==> config.mk <==
export PLATFORM = sky130hd
export DESIGN_NAME = wb_timer
export DESIGN_NICKNAME = d
export VERILOG_FILES = /design/src/rtl/wb_defs.sv /design/src/rtl/wb_timer_prescaler.sv /design/src/rtl/wb_timer.sv
export SDC_FILE = /design/constraint.sdc
export NUM_CORES = 1
export LEC_CHECK = 0
export CELL_PAD_IN_SITES_DETAIL_PLACEMENT = 1
export CELL_PAD_IN_SITES_GLOBAL_PLACEMENT = 1
export CORE_ASPECT_RATIO = 1.1
export CORE_MARGIN = 2
export CORE_UTILIZATION = 44
export CTS_BUF_LIST = sky130_fd_sc_hd__clkbuf_16
export DETAILED_ROUTE_END_ITERATION = 8
export PLACE_DENSITY_LB_ADDON = 0.1
export RECOVER_POWER = 50
export SYNTH_ARGS = -nofsm -noshare
export SYNTH_HDL_FRONTEND = slang
export SYNTH_SLANG_ARGS = --single-unit
==> constraint.sdc <==
create_clock -name clk_i -period 4 [get_ports clk_i]
set_clock_uncertainty 0.1 [all_clocks]
set_input_delay 1.2 -clock clk_i [delete_from_list [all_inputs] [get_ports clk_i]]
set_output_delay 1.2 -clock clk_i [all_outputs]
set_load 0.01 [all_outputs]
==> src/rtl/wb_defs.sv <==
// Bus-wide constants shared by the Wishbone mux and its slaves, plus the
// timer register map and the byte-lane merge used for partial writes.
package wb_defs;

  localparam logic [31:0] WB_WRONG_DATA = 32'hDEADBEAF;

  typedef enum logic [1:0] {
    TAG_RAM   = 2'd0,
    TAG_TIMER = 2'd1,
    TAG_UART  = 2'd2
  } wb_tag_e;

  // Timer register word offsets (address bits [4:2])
  localparam logic [2:0] TMR_MTIME_LO    = 3'd0;
  localparam logic [2:0] TMR_MTIME_HI    = 3'd1;
  localparam logic [2:0] TMR_MTIMECMP_LO = 3'd2;
  localparam logic [2:0] TMR_MTIMECMP_HI = 3'd3;
  localparam logic [2:0] TMR_CTRL        = 3'd4;
  localparam logic [2:0] TMR_PRESCALE    = 3'd5;

  typedef struct packed {
    logic irq_en;
    logic enable;
  } tmr_ctrl_t;

  function automatic logic [31:0] wb_merge(input logic [31:0] old_v,
                                           input logic [31:0] new_v,
                                           input logic [3:0]  sel);
    wb_merge = old_v;
    for (int b = 0; b < 4; b++)
      if (sel[b]) wb_merge[8*b +: 8] = new_v[8*b +: 8];
  endfunction

endpackage

==> src/rtl/wb_timer_prescaler.sv <==
// Prescale counter: emits a one-cycle tick every (prescale+1) enabled cycles.
module wb_timer_prescaler #(
  parameter int PRESCALE_WIDTH = 16
) (
  input  logic                      clk_i,
  input  logic                      rst_i,
  input  logic                      i_en,
  input  logic                      i_clr,
  input  logic [PRESCALE_WIDTH-1:0] i_prescale,
  output logic                      o_tick
);

  logic [PRESCALE_WIDTH-1:0] r_cnt;
  logic                      w_hit;

  assign w_hit  = (r_cnt == i_prescale);
  assign o_tick = i_en & w_hit;

  // Clearing on a prescale write keeps r_cnt <= i_prescale at all times
  always_ff @(posedge clk_i) begin
    if (rst_i)      r_cnt <= '0;
    else if (i_clr) r_cnt <= '0;
    else if (i_en)  r_cnt <= w_hit ? '0 : r_cnt + PRESCALE_WIDTH'(1);
  end

endmodule

==> src/rtl/wb_timer.sv <==
// Wishbone classic slave: 64-bit RISC-V mtime/mtimecmp with prescaler and
// a registered level interrupt.
module wb_timer
  import wb_defs::*;
#(
  parameter int WB_DATA_WIDTH  = 32,
  parameter int WB_ADDR_WIDTH  = 32,
  parameter int WB_SEL_WIDTH   = 4,
  parameter int PRESCALE_WIDTH = 16
) (
  input  logic                     clk_i,
  input  logic                     rst_i,
  input  logic [WB_ADDR_WIDTH-1:0] wb_addr_i,
  input  logic [WB_DATA_WIDTH-1:0] wb_data_i,
  input  logic                     wb_we_i,
  input  logic [WB_SEL_WIDTH-1:0]  wb_sel_i,
  input  logic                     wb_stb_i,
  input  logic                     wb_cyc_i,
  output logic                     wb_ack_o,
  output logic [WB_DATA_WIDTH-1:0] wb_data_o,
  output logic                     timer_irq_o
);

  logic                      r_ack;
  logic [WB_DATA_WIDTH-1:0]  r_rdata;
  logic [63:0]               r_mtime;
  logic [63:0]               r_mtimecmp;
  logic [31:0]               r_snap;
  tmr_ctrl_t                 r_ctrl;
  logic [PRESCALE_WIDTH-1:0] r_pre;
  logic                      r_irq;

  logic        w_req, w_acc, w_wr, w_rd, w_tick, w_pre_clr;
  logic [2:0]  w_idx;
  logic [31:0] w_rdata, w_old, w_wdata;
  logic [63:0] w_mtime_nxt;
  logic        w_unused_addr;

  assign w_unused_addr = &{1'b0, wb_addr_i[WB_ADDR_WIDTH-1:5], wb_addr_i[1:0]};

  assign w_req     = wb_stb_i & wb_cyc_i;
  assign w_acc     = w_req & ~r_ack;
  assign w_wr      = w_acc & wb_we_i;
  assign w_rd      = w_acc & ~wb_we_i;
  assign w_idx     = wb_addr_i[4:2];
  assign w_pre_clr = w_wr & (w_idx == TMR_PRESCALE);

  wb_timer_prescaler #(
    .PRESCALE_WIDTH(PRESCALE_WIDTH)
  ) u_presc (
    .clk_i     (clk_i),
    .rst_i     (rst_i),
    .i_en      (r_ctrl.enable),
    .i_clr     (w_pre_clr),
    .i_prescale(r_pre),
    .o_tick    (w_tick)
  );

  always_comb begin
    w_rdata = WB_WRONG_DATA;
    case (w_idx)
      TMR_MTIME_LO:    w_rdata = r_mtime[31:0];
      TMR_MTIME_HI:    w_rdata = r_snap;
      TMR_MTIMECMP_LO: w_rdata = r_mtimecmp[31:0];
      TMR_MTIMECMP_HI: w_rdata = r_mtimecmp[63:32];
      TMR_CTRL:        w_rdata = {30'b0, r_ctrl};
      TMR_PRESCALE:    w_rdata = 32'(r_pre);
      default:         w_rdata = WB_WRONG_DATA;
    endcase
  end

  // Merge base is the live register, not the read view (MTIME_HI reads the snapshot)
  always_comb begin
    w_old = '0;
    case (w_idx)
      TMR_MTIME_LO:    w_old = r_mtime[31:0];
      TMR_MTIME_HI:    w_old = r_mtime[63:32];
      TMR_MTIMECMP_LO: w_old = r_mtimecmp[31:0];
      TMR_MTIMECMP_HI: w_old = r_mtimecmp[63:32];
      TMR_CTRL:        w_old = {30'b0, r_ctrl};
      TMR_PRESCALE:    w_old = 32'(r_pre);
      default:         w_old = '0;
    endcase
    w_wdata = wb_merge(w_old, wb_data_i, wb_sel_i);
  end

  // A bus write to either mtime half swallows a coincident tick
  always_comb begin
    w_mtime_nxt = r_mtime;
    if (w_wr && w_idx == TMR_MTIME_LO)      w_mtime_nxt[31:0]  = w_wdata;
    else if (w_wr && w_idx == TMR_MTIME_HI) w_mtime_nxt[63:32] = w_wdata;
    else if (w_tick)                        w_mtime_nxt        = r_mtime + 64'd1;
  end

  always_ff @(posedge clk_i) begin
    if (rst_i) begin
      r_ack      <= 1'b0;
      r_rdata    <= '0;
      r_mtime    <= '0;
      r_mtimecmp <= '1;
      r_snap     <= '0;
      r_ctrl     <= '0;
      r_pre      <= '0;
      r_irq      <= 1'b0;
    end else begin
      r_ack   <= w_acc;
      r_irq   <= r_ctrl.irq_en & (r_mtime >= r_mtimecmp);
      r_mtime <= w_mtime_nxt;
      if (w_rd) begin
        r_rdata <= w_rdata;
        if (w_idx == TMR_MTIME_LO) r_snap <= r_mtime[63:32];
      end
      if (w_wr) begin
        case (w_idx)
          TMR_MTIMECMP_LO: r_mtimecmp[31:0]  <= w_wdata;
          TMR_MTIMECMP_HI: r_mtimecmp[63:32] <= w_wdata;
          TMR_CTRL:        r_ctrl            <= tmr_ctrl_t'(w_wdata[1:0]);
          TMR_PRESCALE:    r_pre             <= w_wdata[PRESCALE_WIDTH-1:0];
          default: ;
        endcase
      end
    end
  end

  assign wb_ack_o    = r_ack;
  assign wb_data_o   = r_rdata;
  assign timer_irq_o = r_irq;

endmodule

==> flow_summary.html, run 1 <==
<table>
<tr><th>Metric</th><th>Value</th></tr>
<tr><th colspan="2">Power and ir drop</th></tr>
<tr><td>Final total power</td><td>5.32 mW</td></tr>
<tr><td>Power per standard cell area</td><td>343 mW/mm²</td></tr>
<tr><td>Leakage dissipation</td><td>7.04 nW</td></tr>
<tr><td>Max VDD drop</td><td>between 0.3 and 0.4 mV</td></tr>
<tr><th colspan="2">STA</th></tr>
<tr><td>Unrepaired setup endpoints after global routing</td><td>no</td></tr>
<tr><td>Setup TNS</td><td>0 ns</td></tr>
<tr><td>Final-report hold violation count</td><td>0</td></tr>
<tr><td>Least setup slack across all paths after layout</td><td>about 0.28 ns</td></tr>
<tr><td>Relative slew slack</td><td>-0.567</td></tr>
<tr><td>Max-slew violations</td><td>117</td></tr>
<tr><td>Achievable Freq</td><td>~270 MHz</td></tr>
<tr><td>Measured slew at the worst slew-check pin</td><td>2.35 ns</td></tr>
<tr><td>Final-report setup violation count</td><td>0</td></tr>
<tr><td>Share of the cycle needed by the critical path after routing</td><td>0.931</td></tr>
<tr><td>Final Critical Period</td><td>3.72 ns</td></tr>
<tr><td>Smallest hold slack</td><td>roughly 0.36 ns</td></tr>
<tr><th colspan="2">Run</th></tr>
<tr><td>Number of violations of the max-capacitance limit</td><td>1</td></tr>
<tr><th colspan="2">Layout</th></tr>
<tr><td>Fraction of layout cells with a size suffix above 1</td><td>0.0893</td></tr>
<tr><td>Summed area of non-filler cells in the final layout</td><td>0.0155 mm²</td></tr>
<tr><td>Net total in the final layout</td><td>1900</td></tr>
<tr><td>Final standard cell utilization of the core</td><td>0.524</td></tr>
<tr><td>Number of antenna cells inserted</td><td>0</td></tr>
<tr><td>Number of cells in the finished layout apart from fillers</td><td>2155</td></tr>
<tr><td>Number of fill cells</td><td>3595</td></tr>
<tr><td>Area growth syn-to-layout</td><td>17.1%</td></tr>
<tr><th colspan="2">Status</th></tr>
<tr><td>Run status</td><td>finished, violations left</td></tr>
<tr><td>Violated checks</td><td>max-capacitance violations, max-slew violations</td></tr>
<tr><th colspan="2">Placed design</th></tr>
<tr><td>Placement Setup Slack</td><td>-0.126 ns</td></tr>
<tr><td>HPWL after DPL</td><td>around 37000 µm</td></tr>
<tr><td>Total placed instance area</td><td>0.0147 mm²</td></tr>
<tr><td>GPL Wtd Cong</td><td>0.926</td></tr>
<tr><td>Number of buffer cells added on primary ports</td><td>77</td></tr>
<tr><td>Placed cells</td><td>2106</td></tr>
<tr><th colspan="2">Floorplanning</th></tr>
<tr><td>Die ar.</td><td>between 0.03 and 0.04 mm²</td></tr>
<tr><td>Placeable core region</td><td>0.0296 mm²</td></tr>
<tr><td>I/O pin total</td><td>107</td></tr>
<tr><td>Initial Utilization</td><td>0.448</td></tr>
<tr><td>Number of cell rows</td><td>66</td></tr>
<tr><td>Floorplan die width</td><td>169 µm</td></tr>
<tr><td>Die height</td><td>186 µm</td></tr>
<tr><th colspan="2">Synth</th></tr>
<tr><td>Yosys warning total</td><td>0</td></tr>
<tr><td>Ranking of synthesized cells by area</td><td>sky130_fd_sc_hd__dfxtp_1, sky130_fd_sc_hd__nand2_1, sky130_fd_sc_hd__ha_1</td></tr>
<tr><td>Summed instance area of the synthesized netlist</td><td>0.0132 mm²</td></tr>
<tr><td>Share of synthesized flip-flops with an asynchronous set or reset</td><td>0</td></tr>
<tr><td>Top flip-flop cell by instance count after synthesis</td><td>sky130_fd_sc_hd__dfxtp_1</td></tr>
<tr><td>Post-synth EDFFs</td><td>0</td></tr>
<tr><td>Mean post-synth cell area</td><td>7.78 µm²</td></tr>
<tr><td>Synthesis-stage register bit count</td><td>approximately 230</td></tr>
<tr><td>Most instantiated cells after synthesis</td><td>sky130_fd_sc_hd__nand2_1, sky130_fd_sc_hd__dfxtp_1, sky130_fd_sc_hd__nor2_1</td></tr>
<tr><td>Cells after synthesis</td><td>approximately 1700</td></tr>
<tr><td>Proportion of synthesized chip area in sequential cells</td><td>0.345</td></tr>
<tr><td>Largest area contributor in the synthesized netlist</td><td>sky130_fd_sc_hd__dfxtp_1</td></tr>
<tr><td>Area fraction of the dominant cell type after synthesis</td><td>0.345</td></tr>
<tr><td>Most instantiated library cell after synthesis</td><td>sky130_fd_sc_hd__nand2_1</td></tr>
<tr><td>Number of library cell types mapped by synthesis</td><td>72</td></tr>
<tr><td>Mapped Nets</td><td>~1800</td></tr>
<tr><th colspan="2">CTS</th></tr>
<tr><td>Clock Latency Late Sink</td><td>approximately 0.55 ns</td></tr>
<tr><td>Hold-fix buffers, CTS</td><td>0</td></tr>
<tr><td>CTS H-tree depth</td><td>1</td></tr>
<tr><td>Clock-pin slew of the registers on the worst-case setup and hold paths</td><td>0.06 ns</td></tr>
<tr><td>TritonCTS sink count</td><td>228</td></tr>
<tr><td>CTS buffer count</td><td>27</td></tr>
<tr><td>Post-CTS Resized</td><td>0</td></tr>
<tr><td>CTS tree</td><td>built</td></tr>
<tr><td>Clk buf depth</td><td>3</td></tr>
<tr><td>Root buffer selected by CTS</td><td>sky130_fd_sc_hd__clkbuf_16</td></tr>
<tr><td>Post-CTS Setup Inserts</td><td>0</td></tr>
<tr><th colspan="2">Setup path</th></tr>
<tr><td>Path depth of the worst reg2reg path</td><td>7</td></tr>
<tr><td>CP Max Fanout</td><td>25</td></tr>
<tr><td>Arrival time worst endpoint</td><td>4.06 ns</td></tr>
<tr><td>Setup CP Type</td><td>input pin to flip-flop</td></tr>
<tr><td>Data required time at the worst endpoint</td><td>4.34 ns</td></tr>
<tr><td>Flop2flop setup slack</td><td>between 0.6 and 0.7 ns</td></tr>
<tr><td>Critical Path Start Type</td><td>input pin</td></tr>
<tr><td>Reg-to-reg startpoint</td><td>u_presc.r_cnt[0]$_SDFFE_PP0P_</td></tr>
<tr><td>Worst reg2reg path endpoint</td><td>r_mtime[61]$_SDFFE_PP0P_</td></tr>
<tr><td>Critical path endpoint category</td><td>flip-flop</td></tr>
<tr><th colspan="2">Drt</th></tr>
<tr><td>Final ANT Viol Nets</td><td>0</td></tr>
<tr><td>Initial DRC count</td><td>871</td></tr>
<tr><td>DRC errors left</td><td>0</td></tr>
<tr><td>Detailed-route vias per instance</td><td>between 6 and 7</td></tr>
<tr><td>WL/cell</td><td>23.6 µm</td></tr>
<tr><td>First drt pass iteration count</td><td>5</td></tr>
<tr><td>Vias after detailed routing</td><td>13100</td></tr>
<tr><td>Routed wire length</td><td>50900 µm</td></tr>
<tr><th colspan="2">GRT</th></tr>
<tr><td>Combined global-route utilization of all metal layers</td><td>0.322</td></tr>
<tr><td>Number of global-route vias before repair</td><td>13400</td></tr>
<tr><td>Total overflow reported by the global router</td><td>0</td></tr>
<tr><td>Largest net degree at the start of global routing</td><td>117</td></tr>
<tr><td>First-pass GRT wire length</td><td>about 78000 µm</td></tr>
<tr><td>Number of antenna violations at the first check in global routing</td><td>0</td></tr>
<tr><th colspan="2">Hold path</th></tr>
<tr><td>Hold WC Path Type</td><td>flip-flop to flip-flop</td></tr>
<tr><td>Hold Path Stages</td><td>2</td></tr>
<tr><td>Launch point of the worst hold path</td><td>r_snap[1]$_SDFFE_PP0P_</td></tr>
<tr><td>End point of the most critical hold path</td><td>r_snap[1]$_SDFFE_PP0P_</td></tr>
</table>
[critical path, stage by stage]
cell                            delay [ns]
sky130_fd_sc_hd__dlygate4sd3_1        0.65
sky130_fd_sc_hd__nor3b_2              0.36
sky130_fd_sc_hd__nand2_1              0.23
sky130_fd_sc_hd__a21oi_2              1.01
sky130_fd_sc_hd__o21ai_0              0.26
sky130_fd_sc_hd__a32o_1               0.34
[placed cells by master, fill, tap and decap left out, types with 6 or more instances in the layout]
| master | instances |
|---|---|
| sky130_fd_sc_hd__nand3_1 | 45 |
| sky130_fd_sc_hd__o31ai_1 | 9 |
| sky130_fd_sc_hd__o21ai_0 | 69 |
| sky130_fd_sc_hd__nor2_1 | 149 |
| sky130_fd_sc_hd__o2bb2ai_1 | 7 |
| sky130_fd_sc_hd__nand2b_1 | 9 |
| sky130_fd_sc_hd__buf_12 | 8 |
| sky130_fd_sc_hd__nand4_1 | 36 |
| sky130_fd_sc_hd__nand2_1 | 256 |
| sky130_fd_sc_hd__mux2i_1 | 26 |
| sky130_fd_sc_hd__xnor2_1 | 34 |
| sky130_fd_sc_hd__and3_1 | 14 |
| sky130_fd_sc_hd__clkinv_2 | 9 |
| sky130_fd_sc_hd__clkdlybuf4s50_1 | 39 |
| sky130_fd_sc_hd__ha_1 | 66 |
| sky130_fd_sc_hd__nor4_1 | 24 |
| sky130_fd_sc_hd__a31oi_1 | 6 |
| sky130_fd_sc_hd__o22ai_1 | 6 |
| sky130_fd_sc_hd__mux2_2 | 23 |
| sky130_fd_sc_hd__or3_1 | 6 |
| sky130_fd_sc_hd__a211oi_1 | 51 |
| sky130_fd_sc_hd__and2_1 | 15 |
| sky130_fd_sc_hd__a21oi_1 | 126 |
| sky130_fd_sc_hd__a21o_1 | 30 |
| sky130_fd_sc_hd__o211a_1 | 8 |
| sky130_fd_sc_hd__dlygate4sd3_1 | 35 |
| sky130_fd_sc_hd__and4_1 | 9 |
| sky130_fd_sc_hd__clkbuf_1 | 6 |
| sky130_fd_sc_hd__dfxtp_1 | 228 |
| sky130_fd_sc_hd__a2bb2oi_1 | 8 |
| sky130_fd_sc_hd__o21a_1 | 9 |
| sky130_fd_sc_hd__a22oi_1 | 32 |
| sky130_fd_sc_hd__nor3_1 | 45 |
| sky130_fd_sc_hd__inv_1 | 81 |
| sky130_fd_sc_hd__xor2_1 | 20 |
| sky130_fd_sc_hd__o211ai_1 | 58 |
| sky130_fd_sc_hd__buf_4 | 59 |
| sky130_fd_sc_hd__clkbuf_16 | 27 |
[final cells by class]
class,count,area [µm²],area share
Clock buffer,27,676,0.0436
Tap cell,374,468,0.0302
Clock inverter,22,190,0.0123
Multi-Input combinational cell,1272,7920,0.511
Inverter,81,304,0.0196
Sequential cell,228,4560,0.294
Timing Repair Buffer,151,1390,0.0894
[worst max-delay path by stage]
stage	cells after the start	start	to
final	6	wb_addr_i[4]	r_mtime[61]$_SDFFE_PP0P_
after global routing	6	wb_addr_i[4]	r_mtime[58]$_SDFFE_PP0P_
after CTS	6	wb_addr_i[4]	r_mtime[61]$_SDFFE_PP0P_
after detailed placement	6	wb_addr_i[4]	r_mtime[61]$_SDFFE_PP0P_
after global placement	6	wb_addr_i[4]	r_mtime[61]$_SDFFE_PP0P_
after floorplan	9	wb_addr_i[2]	r_mtime[32]$_SDFFE_PP0P_
[layer usage]
layer / vias to the layer above / part of all wire / GRT usage
met2: 371 / 0.49 / 0.571
met3: 136 / 0.041 / 0.0332
met5: - / 0 / 0
met4: 0 / 0.056 / 0.169
li1: 6208 / - / -
met1: 6411 / 0.41 / 0.385
[logic make-up after synthesis]
logic type / count (synthesis) / synth area share
AOI/OAI and AO/OA: 458 / 0.228
adders and majority gates: 66 / 0.0624
buffers and inverters: 201 / 0.0586
DFF: 228 / 0.345
and+or+nand+nor: 643 / 0.227
muxes: 49 / 0.0392
xor gates and xnor gates: 56 / 0.0390
[where the power goes]
part / leakage [nW] / internal [mW] / switching [mW]
Sequential: 1.84 / 2.30 / 0.0288
Clock: 0.432 / 1.42 / 1.05
Combinational: 4.76 / 0.191 / 0.329
[flip-flops by register name, summed over array words and instances, names as in the netlist]
register and flops:
wb_ack_o 1, wb_data_o 32, u_presc.r_cnt 16, r_snap 32, r_ctrl 2, r_mtimecmp 64
timer_irq_o 1, r_mtime 64, r_pre 16
Note: power is estimated with default switching activity, not from simulation.
==> run 2, diff against run 1 <==
--- a/config.mk
+++ b/config.mk
@@ -5,11 +5,12 @@
 export SDC_FILE = /design/constraint.sdc
 export NUM_CORES = 1
 export LEC_CHECK = 0
+export CAP_MARGIN = 10
 export CELL_PAD_IN_SITES_DETAIL_PLACEMENT = 1
 export CELL_PAD_IN_SITES_GLOBAL_PLACEMENT = 1
 export CORE_ASPECT_RATIO = 1.1
 export CORE_MARGIN = 2
-export CORE_UTILIZATION = 44
+export CORE_UTILIZATION = 30
 export CTS_BUF_LIST = sky130_fd_sc_hd__clkbuf_16
 export DETAILED_ROUTE_END_ITERATION = 8
 export PLACE_DENSITY_LB_ADDON = 0.1
==> flow_summary.html, run 2 (synthesized netlist as in run 1, its figures left out) <==
<table>
<tr><th>Metric</th><th>Value</th></tr>
<tr><th colspan="2">GRT</th></tr>
<tr><td>First-pass GRT wire length</td><td>80600 µm (+3.4%)</td></tr>
<tr><td>Largest net degree at the start of global routing</td><td>132 (+13%)</td></tr>
<tr><td>Number of antenna violations at the first check in global routing</td><td>1 (+1)</td></tr>
<tr><td>Combined global-route utilization of all metal layers</td><td>0.229 (-0.0928)</td></tr>
<tr><td>Number of global-route vias before repair</td><td>12900 (-3.6%)</td></tr>
<tr><td>Total overflow reported by the global router</td><td>0 (unchanged)</td></tr>
<tr><th colspan="2">CTS</th></tr>
<tr><td>CTS buffer count</td><td>29 (+7.4%)</td></tr>
<tr><td>Post-CTS Setup Inserts</td><td>0 (unchanged)</td></tr>
<tr><td>Root buffer selected by CTS</td><td>sky130_fd_sc_hd__clkbuf_16</td></tr>
<tr><td>TritonCTS sink count</td><td>228 (unchanged)</td></tr>
<tr><td>Post-CTS Resized</td><td>0 (unchanged)</td></tr>
<tr><td>Clock Latency Late Sink</td><td>0.57 ns (+0.02 ns)</td></tr>
<tr><td>CTS tree</td><td>built</td></tr>
<tr><td>Clock-pin slew of the registers on the worst-case setup and hold paths</td><td>0.06 ns (about the same)</td></tr>
<tr><td>Hold-fix buffers, CTS</td><td>0 (unchanged)</td></tr>
<tr><td>Clk buf depth</td><td>3 (unchanged)</td></tr>
<tr><td>CTS H-tree depth</td><td>1 (unchanged)</td></tr>
<tr><th colspan="2">Setup path</th></tr>
<tr><td>CP Max Fanout</td><td>43 (+72%)</td></tr>
<tr><td>Data required time at the worst endpoint</td><td>4.35 ns (about the same)</td></tr>
<tr><td>Peak per-stage delay on the critical path</td><td>0.72 ns (-0.29 ns)</td></tr>
<tr><td>CP max-delay cell</td><td>sky130_fd_sc_hd__dlygate4sd3_1</td></tr>
<tr><td>Critical Path, Cell by Cell</td><td>dlygate4sd3_1 -&gt; nor3b_1 -&gt; buf_4 -&gt; a21oi_1 -&gt; a2bb2oi_1 -&gt; buf_4 -&gt; nor2_1 -&gt; a211oi_1</td></tr>
<tr><td>Arrival time worst endpoint</td><td>4.01 ns (-0.05 ns)</td></tr>
<tr><td>Critical Path Start Type</td><td>input pin</td></tr>
<tr><td>Critical path endpoint category</td><td>flip-flop</td></tr>
<tr><td>Worst path most repeated cell</td><td>sky130_fd_sc_hd__buf_4</td></tr>
<tr><td>Setup CP Type</td><td>input pin to flip-flop</td></tr>
<tr><th colspan="2">Placed design</th></tr>
<tr><td>Placed cells</td><td>2328 (+11%)</td></tr>
<tr><td>Number of buffer cells added on primary ports</td><td>77 (unchanged)</td></tr>
<tr><td>GPL Wtd Cong</td><td>0.840 (-9.2%)</td></tr>
<tr><td>HPWL after DPL</td><td>39300 µm (+5.4%)</td></tr>
<tr><td>Total placed instance area</td><td>0.0151 mm² (+2.8%)</td></tr>
<tr><th colspan="2">Floorplanning</th></tr>
<tr><td>Die ar.</td><td>0.0458 mm² (+46%)</td></tr>
<tr><td>Initial Utilization</td><td>0.305 (-0.143)</td></tr>
<tr><td>Placeable core region</td><td>0.0434 mm² (+47%)</td></tr>
<tr><td>Floorplan die width</td><td>204 µm (+21%)</td></tr>
<tr><td>Die height</td><td>224 µm (+21%)</td></tr>
<tr><td>I/O pin total</td><td>107 (unchanged)</td></tr>
<tr><td>Number of cell rows</td><td>80 (+21%)</td></tr>
<tr><th colspan="2">Status</th></tr>
<tr><td>Run status</td><td>finished, violations left</td></tr>
<tr><td>Violated checks</td><td>max-capacitance violations, max-slew violations</td></tr>
<tr><th colspan="2">Drt</th></tr>
<tr><td>Final ANT Viol Nets</td><td>0 (unchanged)</td></tr>
<tr><td>Vias after detailed routing</td><td>12800 (-2.1%)</td></tr>
<tr><td>Routed wire length</td><td>52400 µm (+2.9%)</td></tr>
<tr><td>First drt pass iteration count</td><td>4 (-1)</td></tr>
<tr><td>Initial DRC count</td><td>782 (-10%)</td></tr>
<tr><td>DRC errors left</td><td>0 (unchanged)</td></tr>
<tr><td>Detailed-route vias per instance</td><td>5.40 (-11%)</td></tr>
<tr><td>WL/cell</td><td>22.0 µm (-6.7%)</td></tr>
<tr><th colspan="2">STA</th></tr>
<tr><td>Measured slew at the worst slew-check pin</td><td>1.73 ns (-0.623 ns)</td></tr>
<tr><td>Final-report hold violation count</td><td>0 (unchanged)</td></tr>
<tr><td>Setup TNS</td><td>0 ns (unchanged)</td></tr>
<tr><td>Achievable Freq</td><td>273 MHz (+1.5%)</td></tr>
<tr><td>Share of the cycle needed by the critical path after routing</td><td>0.916 (-0.0141)</td></tr>
<tr><td>Relative slew slack</td><td>-0.151 (+0.416)</td></tr>
<tr><td>Max-slew violations</td><td>132 (+13%)</td></tr>
<tr><td>Final Critical Period</td><td>3.67 ns (-0.0566 ns)</td></tr>
<tr><td>Smallest hold slack</td><td>0.354 ns (-0.00188 ns)</td></tr>
<tr><td>Unrepaired setup endpoints after global routing</td><td>no</td></tr>
<tr><td>Final-report setup violation count</td><td>0 (unchanged)</td></tr>
<tr><th colspan="2">Power and ir drop</th></tr>
<tr><td>Power per standard cell area</td><td>328 mW/mm² (-4.4%)</td></tr>
<tr><td>Max VDD drop</td><td>0.291 mV (-6.7%)</td></tr>
<tr><td>Leakage dissipation</td><td>7.10 nW (+0.87%)</td></tr>
<tr><th colspan="2">Layout</th></tr>
<tr><td>Most used cells in the layout excluding fill and tap cells</td><td>sky130_fd_sc_hd__nand2_1, sky130_fd_sc_hd__dfxtp_1, sky130_fd_sc_hd__nor2_1</td></tr>
<tr><td>Registers with the highest flip-flop counts</td><td>r_mtime (64), r_mtimecmp (64)</td></tr>
<tr><td>Net total in the final layout</td><td>1924 (+1.3%)</td></tr>
<tr><td>Leading cell type in the layout, fill and taps excluded</td><td>sky130_fd_sc_hd__nand2_1</td></tr>
<tr><td>Summed area of non-filler cells in the final layout</td><td>0.0158 mm² (+2.0%)</td></tr>
<tr><td>Fraction of layout cells with a size suffix above 1</td><td>0.0905 (+0.00118)</td></tr>
<tr><td>Area growth syn-to-layout</td><td>19.5%</td></tr>
<tr><td>Number of cells in the finished layout apart from fillers</td><td>2377 (+10%)</td></tr>
<tr><td>Final standard cell utilization of the core</td><td>0.364 (-0.160)</td></tr>
<tr><th colspan="2">Run</th></tr>
<tr><td>Number of violations of the max-capacitance limit</td><td>1 (unchanged)</td></tr>
<tr><th colspan="2">Hold path</th></tr>
<tr><td>Hold WC Path Type</td><td>flip-flop to flip-flop</td></tr>
</table>
[run 2: cell types whose count changed in the layout (fill, tap and decap cells not counted), moves of 3 or more]
cell,change
sky130_fd_sc_hd__bufinv_16,-3
sky130_fd_sc_hd__clkbuf_1,+6
sky130_fd_sc_hd__clkinv_2,-7
sky130_fd_sc_hd__clkinv_1,+5
sky130_fd_sc_hd__inv_1,+5
sky130_fd_sc_hd__buf_4,+15
[run 2: worst paths after layout]
kind / from / to / slack, ns / cells past startpoint
setup / recovery: wb_addr_i[4] / r_mtime[15]$_SDFFE_PP0P_ / 0.33 / 8
hold / removal: r_snap[0]$_SDFFE_PP0P_ / r_snap[0]$_SDFFE_PP0P_ / 0.35 / 2
setup reg to reg: r_mtime[13]$_SDFFE_PP0P_ / r_mtime[49]$_SDFFE_PP0P_ / 0.79 / 7
hold reg to reg: r_snap[0]$_SDFFE_PP0P_ / r_snap[0]$_SDFFE_PP0P_ / 0.35 / 2
[run 2: layout make-up]
class / instances / area [µm²]
inverters: 81 / 304
multi-input cells: 1272 / 7910
clock inverters: 19 / 78.8
diodes: 1 / 2.50
repair buffers: 173 / 1520
fillers: 5242 / 27600
well taps: 574 / 718
clock buffers: 29 / 726
flip-flops and latches: 228 / 4560
[run 2: stage by stage]
stage	power, mW	worst slack [ns]
2_1_floorplan	2.63	0.735
3_3_place_gp	2.92	0.0349
3_5_place_dp	2.92	0.0403
4_1_cts	5.28	0.625
5_1_grt	5.40	0.239
6_report	5.19	0.334
[run 2: power by group]
group | leakage, nW | internal (mW) | switching, mW
Clock | 0.417 | 1.29 | 1.05
Sequential | 1.84 | 2.30 | 0.0283
Combinational | 4.84 | 0.197 | 0.330
[run 2: metal layers]
| metal | share of wire | GRT usage | routed length [µm] | vias up |
|---|---|---|---|---|
| li1 | - | - | - | 6261 |
| met1 | 0.50 | 0.330 | 26300 | 6314 |
| met5 | 0.00023 | 0 | 12 | - |
| met4 | 0.023 | 0.0584 | 1200 | 2 |
| met3 | 0.032 | 0.0222 | 1660 | 63 |
| met2 | 0.44 | 0.364 | 23200 | 207 |
[run 2: worst max-delay path, delay by kind of cell]
family	cells	cell delay, ns
and+or+nand+nor	2	0.59
AOI/OAI and AO/OA	3	0.72
buffers and inverters	3	1.48
